<file path="src/rtl/ps2_scancode_rx.sv">
// PS/2 keyboard receiver: synchronises and de-glitches the PS/2 clock/data
// pins, deserialises 11-bit device-to-host frames and decodes set-2 prefixes
// (E0, F0, E1) into a toggle-strobed 11-bit key word.
// Optional macro PS2_PARITY_CHECK_EN: when defined, odd parity is enforced
// at the stop bit; when undefined, the parity bit is ignored.
module ps2_scancode_rx #(
  parameter int unsigned TIMEOUT_CYCLES = 24000,
  parameter int unsigned FILTER_LEN     = 8
) (
  input  logic        clk_24,
  input  logic        reset,
  input  logic        ps2_kbd_clk,
  input  logic        ps2_kbd_data,
  output logic [10:0] ps2_key,
  output logic        frame_err,
  output logic        busy
);

  localparam int unsigned TO_W   = (TIMEOUT_CYCLES > 1) ? $clog2(TIMEOUT_CYCLES) : 1;
  localparam int unsigned HIST_W = FILTER_LEN - 1;
  localparam logic [TO_W-1:0] TO_LAST = TO_W'(TIMEOUT_CYCLES - 1);

  typedef enum logic [1:0] {
    ST_IDLE,
    ST_DATA,
    ST_PARITY,
    ST_STOP
  } state_t;

  logic              clk_s1, clk_s2, dat_s1, dat_s2;
  logic [HIST_W-1:0] clk_hist;
  logic              filt_clk;
  logic [FILTER_LEN-1:0] hist_next_c;
  logic              sample_c;

  state_t            state;
  logic [2:0]        bit_cnt;
  logic [7:0]        shift_q;
  logic              byte_valid;
  logic [TO_W-1:0]   to_cnt;

  logic              ext_q, brk_q;
  logic [2:0]        skip_cnt;

  logic              timeout_c, start_err_c, stop_bad_c, stop_err_c, err_c;
  logic              is_resp_c;

`ifdef PS2_PARITY_CHECK_EN
  logic              par_q;
`endif

  // Two-flop synchronisers on both pins; idle level is high
  always_ff @(posedge clk_24) begin
    if (reset) begin
      clk_s1 <= 1'b1;
      clk_s2 <= 1'b1;
      dat_s1 <= 1'b1;
      dat_s2 <= 1'b1;
    end else begin
      clk_s1 <= ps2_kbd_clk;
      clk_s2 <= clk_s1;
      dat_s1 <= ps2_kbd_data;
      dat_s2 <= dat_s1;
    end
  end

  // Current sample plus history: FILTER_LEN agreeing samples move the filtered clock
  assign hist_next_c = {clk_hist, clk_s2};
  assign sample_c    = filt_clk && (hist_next_c == '0);

  // Glitch filter on the synchronised PS/2 clock
  always_ff @(posedge clk_24) begin
    if (reset) begin
      clk_hist <= '1;
      filt_clk <= 1'b1;
    end else begin
      clk_hist <= hist_next_c[HIST_W-1:0];
      if (&hist_next_c) begin
        filt_clk <= 1'b1;
      end else if (hist_next_c == '0) begin
        filt_clk <= 1'b0;
      end
    end
  end

  // Error sources; any of them abandons the frame and clears the prefix state
`ifdef PS2_PARITY_CHECK_EN
  assign stop_bad_c = !dat_s2 || !(^{shift_q, par_q});
`else
  assign stop_bad_c = !dat_s2;
`endif
  assign timeout_c   = (state != ST_IDLE) && (to_cnt == TO_LAST);
  assign start_err_c = sample_c && (state == ST_IDLE) && dat_s2;
  assign stop_err_c  = sample_c && (state == ST_STOP) && stop_bad_c;
  assign err_c       = timeout_c || start_err_c || stop_err_c;

  // Inter-edge timer: cleared by every sample, counts only while a frame is open
  always_ff @(posedge clk_24) begin
    if (reset) begin
      to_cnt <= '0;
    end else if (sample_c || timeout_c) begin
      to_cnt <= '0;
    end else if ((state != ST_IDLE) && (to_cnt != TO_LAST)) begin
      to_cnt <= to_cnt + TO_W'(1);
    end
  end

  // Frame FSM: advances on sample events, timeout forces it back to idle
  always_ff @(posedge clk_24) begin
    if (reset) begin
      state      <= ST_IDLE;
      busy       <= 1'b0;
      frame_err  <= 1'b0;
      bit_cnt    <= 3'd0;
      shift_q    <= 8'd0;
      byte_valid <= 1'b0;
`ifdef PS2_PARITY_CHECK_EN
      par_q      <= 1'b0;
`endif
    end else begin
      frame_err  <= err_c;
      byte_valid <= 1'b0;
      if (timeout_c) begin
        state <= ST_IDLE;
        busy  <= 1'b0;
      end else if (sample_c) begin
        case (state)
          ST_IDLE: begin
            if (!dat_s2) begin
              state   <= ST_DATA;
              busy    <= 1'b1;
              bit_cnt <= 3'd0;
            end
          end
          ST_DATA: begin
            shift_q <= {dat_s2, shift_q[7:1]};
            bit_cnt <= bit_cnt + 3'd1;
            if (bit_cnt == 3'd7) begin
              state <= ST_PARITY;
            end
          end
          ST_PARITY: begin
`ifdef PS2_PARITY_CHECK_EN
            par_q <= dat_s2;
`endif
            state <= ST_STOP;
          end
          ST_STOP: begin
            byte_valid <= !stop_bad_c;
            state      <= ST_IDLE;
            busy       <= 1'b0;
          end
          default: begin
            state <= ST_IDLE;
            busy  <= 1'b0;
          end
        endcase
      end
    end
  end

  // Device response bytes that carry no key information
  always_comb begin
    is_resp_c = 1'b0;
    case (shift_q)
      8'h00, 8'hAA, 8'hEE, 8'hFA, 8'hFC, 8'hFE, 8'hFF: is_resp_c = 1'b1;
      default:                                         is_resp_c = 1'b0;
    endcase
  end

  // Set-2 prefix decode and toggle-strobed key output
  always_ff @(posedge clk_24) begin
    if (reset) begin
      ps2_key  <= 11'd0;
      ext_q    <= 1'b0;
      brk_q    <= 1'b0;
      skip_cnt <= 3'd0;
    end else if (err_c) begin
      ext_q    <= 1'b0;
      brk_q    <= 1'b0;
      skip_cnt <= 3'd0;
    end else if (byte_valid) begin
      if (skip_cnt != 3'd0) begin
        skip_cnt <= skip_cnt - 3'd1;
      end else if (shift_q == 8'hE1) begin
        skip_cnt <= 3'd7;
      end else if (shift_q == 8'hE0) begin
        ext_q <= 1'b1;
      end else if (shift_q == 8'hF0) begin
        brk_q <= 1'b1;
      end else if (!ext_q && !brk_q && is_resp_c) begin
        ps2_key <= ps2_key;
      end else begin
        ps2_key <= {~ps2_key[10], ~brk_q, ext_q, shift_q};
        ext_q   <= 1'b0;
        brk_q   <= 1'b0;
      end
    end
  end

endmodule

</file>
<file path="config.mk">
export PLATFORM = sky130hd
export DESIGN_NAME = ps2_scancode_rx
export DESIGN_NICKNAME = d
export VERILOG_FILES = /design/src/rtl/ps2_scancode_rx.sv
export SDC_FILE = /design/constraint.sdc
export NUM_CORES = 1
export LEC_CHECK = 0
export BUFFER_PORTS_ARGS = -buffer_cell sky130_fd_sc_hd__buf_2
export CAP_MARGIN = 30
export CORE_UTILIZATION = 40
export DETAILED_ROUTE_END_ITERATION = 6
export PLACE_DENSITY_LB_ADDON = 0.25
export REMOVE_ABC_BUFFERS = 1
export SYNTH_ARGS = -nofsm -noshare
export SYNTH_HDL_FRONTEND = slang
export SYNTH_SLANG_ARGS = --single-unit
</file>
<file path="constraint.sdc">
create_clock -name clk_24 -period 6.51 [get_ports clk_24]
set_clock_uncertainty 0.2 [all_clocks]
set_input_delay 0.3255 -clock clk_24 [delete_from_list [all_inputs] [get_ports clk_24]]
set_output_delay 0.3255 -clock clk_24 [all_outputs]
set_load 0.01 [all_outputs]
</file>
==> results.md <==
* Most frequent cells in the layout: 59 x dfxtp_1, 37 x nor2_1, 24 x nand2_1, 19 x nand2b_1, 16 x buf_2
* Final min period at about 3000 ps
* FF+latch count, synth at 59
* GR Util met2 at 22.7%
* Top_reg_cell synth: dfxtp_1
* Cts hold-fix bufs at 2
* Crit path DAT at 2990 ps
* Total CTS buffers at 9
* Number of synthesized flops with an enable pin at 0
* TritonCTS clock tree: done
* GR met1 Demand/Resource at 17.8%
* Final HPWL DP at 3.14 mm
* Worst Hold Class: reg -> reg
* Layout cell share with drive strength beyond 1 at about 16%
* CP max stage cell: and3_1
* RSZ-0062 raised after global routing: false
* GRT Total Usage at around 15%
* Clk slew on worst S/H paths at approximately 70 ps
* Fin cells at 397
* Leak at ~1.1 nW
* Gpl congestion at ~0.83
* Full die area at roughly 0.007 mm²
* CP Class: reg -> reg
* Row cnt at 29
* YS warnings at 0
* Port buffer count at 16
* Worst vdd ir at 0.0000791 V
* Setup TNS at 0 ps
* Initial antenna violation count at 0
* Initial Util at about two fifths
* Vias at 2048
* CTS Buffer Depth at 2
* Final setup viols at 0
* Async SR Flop Fraction at 0%
* I/O pins at 17
* Run status: complete, but fails checks
* Nets at 329
* Most common cell type on the critical path: mux2_2
* MaxCap Viol Count at 0
* # placed instances at ~380
* Worst slew pin tran at 685 ps
* Post-layout util at 46.8%
* Maximum number of pins on one net before global-route repair at 49
* H-Tree Depth at 3
* Average wire per standard cell at around 12 µm
* GRT Max-Usage Layer: met2
* Pre-Repair DR Iteration Count at 7
* Largest stage delay, worst path at 580 ps
* Req. time, crit path at 6550 ps
* Synth-to-Final Area Change at 12.1%
* Core area at 0.00642 mm²
* ANT cells at 0
* Library cells used by synthesis at just over 50
* Register area share after synthesis at ~44%
* First-pass GRT wire length at 8.12 mm
* Final period util at 45.4%
* Post-Synthesis Cells at 300
* Pwr/cell area at roughly 240 mW/mm²
* Die width at 83.8 µm
* Type of origin of the critical path: register
* Failing checks: design-rule violations
* Clk Tree Root Cell: clkbuf_8
* Setup Buffers After CTS at 0
* Worst Setup End Kind: register
* DRC viols at 1
* Mean post-synth cell area at 8.93 µm²
* Congestion Overflow GR at 0
* Max Transition Viols Final at 0
* DRT iter0 DRCs at 82
* Die Span Y at 83.8 µm
* Normalized max-slew margin at ~54%
* Final wirelength at 4.78 mm
* Clk Latency, worst-skew pair at approximately 340 ps
* Fillers at 637
* Most common cell after layout, fill and taps aside: dfxtp_1
* Largest fanout on the critical path at 11
* Vias/cell at 5.16
* Final hold vios at 0
* Vias in the first global route at between 1500 and 2000
* CP cell instances: inv_1 -> ha_1 -> mux2_2 -> and4_1 -> nor3_1 -> and3_1 -> mux2_2
* Mapped Area at 0.00268 mm²
* Clk sinks at between 50 and 60
* FMAX at 0.339 GHz
* Antenna violation net count after detailed routing at 0
* Met3 Usage GRT at 3.86%
* Quantity of gates resized following cts at 0
## cells in the mapped netlist, types with 2 or more instances
| master | instances | area [µm²] |
|---|---|---|
| nand4_1 | 13 | 81.3 |
| nand2b_1 | 19 | 119 |
| a311oi_1 | 2 | 17.5 |
| a32oi_1 | 2 | 17.5 |
| nor2_1 | 37 | 139 |
| a22oi_1 | 2 | 15.0 |
| clkbuf_1 | 9 | 33.8 |
| ha_1 | 10 | 125 |
| a211oi_1 | 4 | 30.0 |
| nand2_1 | 24 | 90.1 |
| o21a_1 | 2 | 15.0 |
| buf_2 | 2 | 10.0 |
| xnor2_1 | 3 | 26.3 |
| a21oi_1 | 13 | 65.1 |
| and3_1 | 3 | 18.8 |
| nor3_1 | 4 | 20.0 |
| mux2i_1 | 11 | 110 |
| inv_1 | 14 | 52.6 |
| nand3_1 | 7 | 35.0 |
| buf_6 | 2 | 22.5 |
| nor4_1 | 4 | 25.0 |
| a31oi_1 | 2 | 12.5 |
| xor2_1 | 10 | 87.6 |
| dfxtp_1 | 59 | 1180 |
| or2_2 | 11 | 68.8 |
| mux2_2 | 2 | 22.5 |
| or3_1 | 4 | 25.0 |
| and2_1 | 2 | 12.5 |
## registers in the layout, summed over array words and instances (netlist names)
name        flops
bit_cnt         3
brk_q           1
busy            1
byte_valid      1
clk_hist        7
clk_s1          1
clk_s2          1
dat_s1          1
dat_s2          1
ext_q           1
filt_clk        1
frame_err       1
ps2_key        11
shift_q         8
skip_cnt        3
state           2
to_cnt         15
## per-layer routing
layer / routed length [µm] / vias up
li1: - / 1072
met1: 2420 / 934
met2: 2080 / 33
met3: 166 / 9
met4: 110 / 0
met5: 0 / -
## worst max-delay path: cells and delay by family (launching register included)
| family | cells | cell delay [ps] |
|---|---|---|
| simple gates | 3 | 1130 |
| fa+ha+maj | 1 | 340 |
| buf+inv | 1 | 100 |
| mux | 2 | 710 |
| flops | 1 | 380 |
## power breakdown
group          internal, W  switching [W]  leakage [nW]
logic           0.00000543     0.00000721         0.522
clock network     0.000187       0.000149         0.102
registers         0.000362     0.00000113         0.476
## metrics by stage
stage               hold slack (ps)  area, µm²  setup slack [ps]  power [W]
floorplan                       189       2600              3880   0.000378
global placement                192       2780              3630   0.000384
detailed placement              195       2780              3550   0.000384
CTS                             210       3000              3550   0.000722
global route                    226       3000              3300   0.000741
finish                          208       3000              3560   0.000712
## kinds of logic (layout without fill, tap and decap cells)
family	count (synthesis)	after routing	synth area share (%)
fa+ha+maj	10	10	4.67
xor+xnor	13	13	4.25
mux	13	13	4.95
flops	59	59	44.1
simple gates	139	139	27.6
buf+inv	28	48	4.72
compound gates	38	38	9.72
## worst paths after layout
check | startpoint | end | slack, ps | cells past startpoint
setup / recovery | state[0]$_SDFFE_PP0P_ | ps2_key[10]$_SDFFE_PP0P_ | 3560 | 7
hold reg to reg | clk_s1$_SDFF_PP1_ | clk_s2$_SDFF_PP1_ | 210 | 1
hold / removal | clk_s1$_SDFF_PP1_ | clk_s2$_SDFF_PP1_ | 210 | 1
setup reg to reg | state[0]$_SDFFE_PP0P_ | ps2_key[10]$_SDFFE_PP0P_ | 3560 | 7
## layout make-up
type / count / area, µm² / area share (%)
Clock buffer: 10 / 138 / 4.58
Clock inverter: 6 / 65.1 / 2.17
Inverter: 14 / 52.6 / 1.75
Multi-Input combinational cell: 213 / 1370 / 45.6
Sequential cell: 59 / 1180 / 39.3
Tap cell: 77 / 96.3 / 3.21
Timing Repair Buffer: 18 / 100 / 3.33
Note: power is estimated with default switching activity, not from simulation.
